**src/rtl/extender_if.sv**
```systemverilog
// Decode-stage immediate bus: request (valid/opcode/immediate) and registered result.
// The extender takes the slave side; the producer drives the master side.
interface extender_if #(
    parameter int IMM_W  = 14,
    parameter int DATA_W = 32,
    parameter int OP_W   = 6
);
    logic              in_valid;
    logic [OP_W-1:0]   opcode;
    logic [IMM_W-1:0]  imm_in;
    logic [DATA_W-1:0] imm_out;
    logic              out_valid;
    logic              zext_out;

    modport master (
        output in_valid, opcode, imm_in,
        input  imm_out, out_valid, zext_out
    );

    modport slave (
        input  in_valid, opcode, imm_in,
        output imm_out, out_valid, zext_out
    );
endinterface

```
**src/rtl/extender.sv**
```systemverilog
// Immediate extender: zero-extends for ZEXT_OP (ORI), sign-extends otherwise; 1-cycle registered.
// Optional EXTENDER_STATS_EN adds zero-/sign-extension event counters.
module extender #(
    parameter int              IMM_W   = 14,
    parameter int              DATA_W  = 32,
    parameter int              OP_W    = 6,
    parameter logic [OP_W-1:0] ZEXT_OP = OP_W'(6'b000100)
) (
    input  logic        clk,
    input  logic        rst_n,
    extender_if.slave   bus
`ifdef EXTENDER_STATS_EN
    ,
    output logic [15:0] zext_cnt,
    output logic [15:0] sext_cnt
`endif
);

    if (DATA_W < IMM_W) begin : g_width_err
        $error("extender: DATA_W must be >= IMM_W");
    end

    function automatic logic [DATA_W-1:0] zero_ext(input logic [IMM_W-1:0] v);
        return DATA_W'(v);
    endfunction

    // Sized cast of a signed operand replicates the MSB; DATA_W == IMM_W degenerates to a copy.
    function automatic logic [DATA_W-1:0] sign_ext(input logic [IMM_W-1:0] v);
        logic signed [IMM_W-1:0] vs;
        vs = v;
        return DATA_W'(vs);
    endfunction

    logic [DATA_W-1:0] imm_d, imm_q;
    logic              zext_d, zext_q;
    logic              vld_q;

    always_comb begin
        zext_d = (bus.opcode == ZEXT_OP);
        imm_d  = zext_d ? zero_ext(bus.imm_in) : sign_ext(bus.imm_in);
    end

    // Data only loads on accepted inputs, so X on an idle bus never reaches imm_out.
    always_ff @(posedge clk or negedge rst_n) begin
        if (!rst_n) begin
            imm_q  <= '0;
            zext_q <= 1'b0;
            vld_q  <= 1'b0;
        end else begin
            vld_q <= bus.in_valid;
            if (bus.in_valid) begin
                imm_q  <= imm_d;
                zext_q <= zext_d;
            end
        end
    end

    assign bus.imm_out   = imm_q;
    assign bus.zext_out  = zext_q;
    assign bus.out_valid = vld_q;

`ifdef EXTENDER_STATS_EN
    logic [15:0] zcnt_q, scnt_q;

    always_ff @(posedge clk or negedge rst_n) begin
        if (!rst_n) begin
            zcnt_q <= '0;
            scnt_q <= '0;
        end else if (bus.in_valid) begin
            if (zext_d) zcnt_q <= zcnt_q + 16'd1;
            else        scnt_q <= scnt_q + 16'd1;
        end
    end

    assign zext_cnt = zcnt_q;
    assign sext_cnt = scnt_q;
`endif

endmodule

```
**src/flat_wrapper.sv**
```systemverilog
// flat-port wrapper written by rule: the top's interface ports become plain ports
module extender_flat 
#(
    parameter int              IMM_W   = 14,
    parameter int              DATA_W  = 32,
    parameter int              OP_W    = 6,
    parameter logic [OP_W-1:0] ZEXT_OP = OP_W'(6'b000100)
)
  (clk, rst_n, bus_in_valid, bus_opcode, bus_imm_in, bus_imm_out, bus_out_valid, bus_zext_out);
  extender_if #(.IMM_W(IMM_W), .DATA_W(DATA_W), .OP_W(OP_W)) bus_i ();
  input  logic clk;
  input  logic rst_n;
  input wire logic [$bits(bus_i.in_valid)-1:0] bus_in_valid;
  input wire logic [$bits(bus_i.opcode)-1:0] bus_opcode;
  input wire logic [$bits(bus_i.imm_in)-1:0] bus_imm_in;
  output wire logic [$bits(bus_i.imm_out)-1:0] bus_imm_out;
  output wire logic [$bits(bus_i.out_valid)-1:0] bus_out_valid;
  output wire logic [$bits(bus_i.zext_out)-1:0] bus_zext_out;
  assign bus_i.in_valid = bus_in_valid;
  assign bus_i.opcode = bus_opcode;
  assign bus_i.imm_in = bus_imm_in;
  assign bus_imm_out = bus_i.imm_out;
  assign bus_out_valid = bus_i.out_valid;
  assign bus_zext_out = bus_i.zext_out;
  extender #(.IMM_W(IMM_W), .DATA_W(DATA_W), .OP_W(OP_W), .ZEXT_OP(ZEXT_OP)) u_core (.clk(clk), .rst_n(rst_n), .bus(bus_i));
endmodule
```
**config.mk**
```make
export PLATFORM = sky130hd
export DESIGN_NAME = extender_flat
export DESIGN_NICKNAME = d
export VERILOG_FILES = /design/src/rtl/extender_if.sv /design/src/rtl/extender.sv /design/src/flat_wrapper.sv
export SDC_FILE = /design/constraint.sdc
export NUM_CORES = 1
export LEC_CHECK = 0
export BUFFER_PORTS_ARGS = -buffer_cell sky130_fd_sc_hd__buf_2
export CORE_AREA = 2 2 50 56
export CTS_CLUSTER_DIAMETER = 150
export CTS_CLUSTER_SIZE = 28
export DETAILED_ROUTE_END_ITERATION = 8
export DIE_AREA = 0 0 52 58
export PLACE_DENSITY = 0.74
export RECOVER_POWER = 25
export SYNTH_ARGS = -nofsm -noshare
export SYNTH_HDL_FRONTEND = slang
export SYNTH_SLANG_ARGS = --single-unit
```
**constraint.sdc**
```tcl
create_clock -name clk -period 1.85 [get_ports clk]
set_input_delay 0.2775 -clock clk [delete_from_list [all_inputs] [get_ports clk]]
set_output_delay 0.2775 -clock clk [all_outputs]
set_load 0.02 [all_outputs]
```
-- Word-level counts from Yosys, hierarchy flattened
Index checks and enable logic that the tools add are counted.
- logic and storage cells: 5
- input bits: 23
- output and inout port bits: 34
- bits in registers: 34
- equal/unequal tests: 1
- mux-type cells: 1
- operators with widths (cell ; number):
    $mux W32 ; 1
    $eq A6 B3 Y1 const B ; 1

-- Longest topological paths before layout
- depth after elaboration: 2
- mapped depth: 4
- depth with buffers taken out: 2

-- Least setup slack after synthesis
Ideal clock, no wire load.
- kind: register to output
- start point: register, netlist name u_core.bus.imm_out[30]
- end point: output bus_imm_out[15]
- data arrival time: 920 ps
- required time: 1572 ps
- setup slack: 653 ps
- stages on the path, launching flop included: 2
- path buffers: 1
- path through: dfrtp_1 -> buf_4
- RTL lines (item ; RTL line ; source):
    end: declaration ; flat_wrapper.sv:16 ; output wire logic [$bits(bus_i.imm_out)-1:0] bus_imm_out;

==> flow_metrics.py <==
metrics = {
    "outcome": {
        "status": "complete, no violations",
    },
    "cts": {
        "clk_path_buf_depth": 2,
        "clk_latency_ns": 0.28,
        "cts-root-buf": "clkbuf_4",
        "cts_made_buffers": 3,
        "cts.sinks": 17,
        "ctsHtreeMaxLevel": 1,
        "path_clk_slew_ns": 0.10,
        "cts_tree": "yes",
    },
    "power": {
        "seq_power_share": 0.488,
        "peakVddDrop_v": 0.000488,
        "p_sw_w": 0.000286,
        "p_leak_nw": 0.550,
        "p_int_w": 0.000593,
        "switching_share": 0.326,
        "power.density_nw_per_um2": 865,
        "finalPower_w": 0.000879,
        "p_clk_frac": 0.218,
        "power_frac_comb": 0.294,
    },
    "sta": {
        "setup_tns_ns": 0,
        "rsz0062_at_grt": "false",
        "tightest_slew_ns": 1.13,
        "setup_slack_ns": 0.454,
        "fmax_mhz": 716,
        "period_needed_ns": 1.40,
        "setup_violations": 0,
        "skew_ns": 0,
        "maxSlewHeadroom": 0.245,
        "slew_viol_final": 0,
        "hold_viol_final": 0,
        "fin_crit_sh": 0.755,
    },
    "routing": {
        "avgViaCountPerCell": 4.25,
        "wirelength_um": 1500,
        "drcViolationCount": 0,
        "wl_per_cell_um": 11.6,
        "vias": 548,
        "drtAntennaViolNets": 0,
        "firstDrtPassIters": 2,
        "drtIter0Drc": 13,
    },
    "worst_hold_path": {
        "min_path_cells": 2,
        "holdCritStartpoint": "bus_imm_in[1]",
        "min_path_type": "input pin to flop",
        "hold_end": "u_core.bus.imm_out[1]$_DFFE_PN0P_",
    },
    "place": {
        "postPlaceCellArea_um2": 981,
        "dp_hpwl_um": 1170,
        "place_congestion": 0.702,
        "portBuffers": 56,
        "pre_cts_slack_ns": 0.633,
    },
    "worst_setup_path": {
        "end_kind": "flop",
        "r2r_start": "u_core.bus.imm_out[30]$_DFFE_PN0P_",
        "path_class": "input pin to flop",
        "slowest_stage": "clkbuf_1",
        "start_kind": "input pin",
        "rrSetupSlack_ns": 0.93,
        "worstPathRequired_ns": 2.00,
        "path_max_fanout": 18,
        "reg2reg_depth": 2,
        "reg2reg_to": "u_core.bus.imm_out[30]$_DFFE_PN0P_",
        "crit_arrival_ns": 1.55,
        "crit_path_max_incr_delay_ns": 0.82,
        "crit_chain": "clkbuf_1 > nor3b_2 > a21oi_1",
    },
    "synthesis": {
        "syn_nets": 79,
        "synth_simple_gate_area_frac": 0.0259,
        "syn_area_per_cell_um2": 14.7,
        "synth.yosys.seq_area_share": 0.518,
        "synth_top_cell_by_area": "dfrtp_1",
        "synth_top_family_by_area": "multiplexers",
        "ys_types": 12,
        "netlist_area_um2": 821,
        "synth_top_area_frac": 0.518,
        "synth_area_leaders": "dfrtp_1 52%, buf_4 16%, mux2_4 15%",
        "synth_compound_area_frac": 0.0168,
        "syn_inst": 56,
        "synth_fa_ha_area_frac": 0,
        "yosys_warnings": 0,
        "ys_seq_elements": 17,
        "synthMuxAreaShare": 0.241,
        "synthXorXnorAreaFrac": 0,
    },
    "global_route": {
        "grt_pass1_vias": 486,
        "grt-ovfl-total": 0,
        "grt_pass1_wl_um": 2140,
        "grt_usage": 0.0994,
        "grt_max_degree": 20,
        "antenna_found_initial": 0,
    },
    "layout": {
        "nNetsFinal": 122,
        "area_growth_pct": 23.8,
        "final_area_um2": 1020,
        "drive_above_1_share": 0.745,
        "n_antenna_cell": 0,
    },
    "floorplan": {
        "die_w_um": 52,
        "die_h_um": 58,
        "fp-row-count": 19,
        "core_um2": 2450,
        "die_area_um2": 3020,
        "ios": 57,
        "start_util": 0.335,
    },
    "run": {
        "cap_viol_max_count": 0,
    },
}
timing repair:
item,4_1_cts,5_1_grt
gates resized for setup,0,0
buffers inserted,0,0
hold buffers,1,0
hold endpoints to repair,17,0
how the worst max path moves through the flow:
stage | start | endpoint
CTS | u_core.bus.imm_out[30]$_DFFE_PN0P_ | bus_imm_out[24]
finish | bus_in_valid | u_core.bus.imm_out[30]$_DFFE_PN0P_
global route | u_core.bus.imm_out[30]$_DFFE_PN0P_ | bus_imm_out[24]
detailed placement | bus_in_valid | u_core.bus.imm_out[30]$_DFFE_PN0P_
floorplan | u_core.bus.imm_out[30]$_DFFE_PN0P_ | bus_imm_out[15]
global placement | bus_in_valid | u_core.bus.imm_out[12]$_DFFE_PN0P_
logic make-up after synthesis:
group | Yosys count
and+or+nand+nor | 2
DFF | 17
muxes | 15
AOI/OAI and AO/OA | 2
buffers and inverters | 20
critical path: cells and delay by family:
kind	cells	cell delay, ns
AND/OR/NAND/NOR	1	0.36
AO/OA/AOI/OAI	1	0.09
buffers and inverters	1	0.82
power groups by stage:
stage	clock (W)	combinational, W	sequential, W
2_1_floorplan	0	0.000168	0.000481
3_3_place_gp	0	0.000256	0.000434
3_5_place_dp	0	0.000260	0.000437
4_1_cts	0.000206	0.000262	0.000430
5_1_grt	0.000219	0.000274	0.000434
6_report	0.000192	0.000258	0.000429
placed cells by master, fill, tap and decap left out, drive strengths merged:
| master | count |
|---|---|
| buf | 54 |
| dfrtp | 17 |
| mux2 | 14 |
| clkbuf | 5 |
| inv | 1 |
| nor4b | 1 |
| nor3b | 1 |
| a22o | 1 |
| mux2i | 1 |
| a21oi | 1 |
| clkinv | 1 |
| dlygate4sd3 | 1 |
Yosys cell counts (all sizes together):
cell type,count
inv,1
a22o,1
mux2i,1
dfrtp,17
a21oi,1
nor3b,1
buf,19
nor4b,1
mux2,14
metal layers:
metal  track usage  share of wire  vias up
met5             0              0        -
met1         0.110           0.38      259
li1              -              -      255
met3        0.0232          0.092        0
met4        0.0564              0        0
met2         0.172           0.52       34
flip-flops by register name, indices dropped and copies added, names as in the netlist:
register / flops
u_core.bus.out_valid: 1
u_core.bus.imm_out: 15
u_core.bus.zext_out: 1
area by class of cell:
class | count | area [µm²]
repair buffers | 57 | 288
multi-input cells | 19 | 233
fillers | 233 | 1430
clock inverters | 1 | 5.00
well taps | 31 | 38.8
inverters | 1 | 3.75
flip-flops and latches | 17 | 425
clock buffers | 3 | 22.5
metrics by stage:
stage          hold WS [ns]   util  instances
6_report              0.215  0.415        129
5_1_grt               0.200  0.415        129
3_5_place_dp          0.219  0.401        124
2_1_floorplan       -0.0181      -         56
3_3_place_gp          0.207  0.401        124
4_1_cts               0.202  0.416        129
Power figures use the tool's default switching activity.
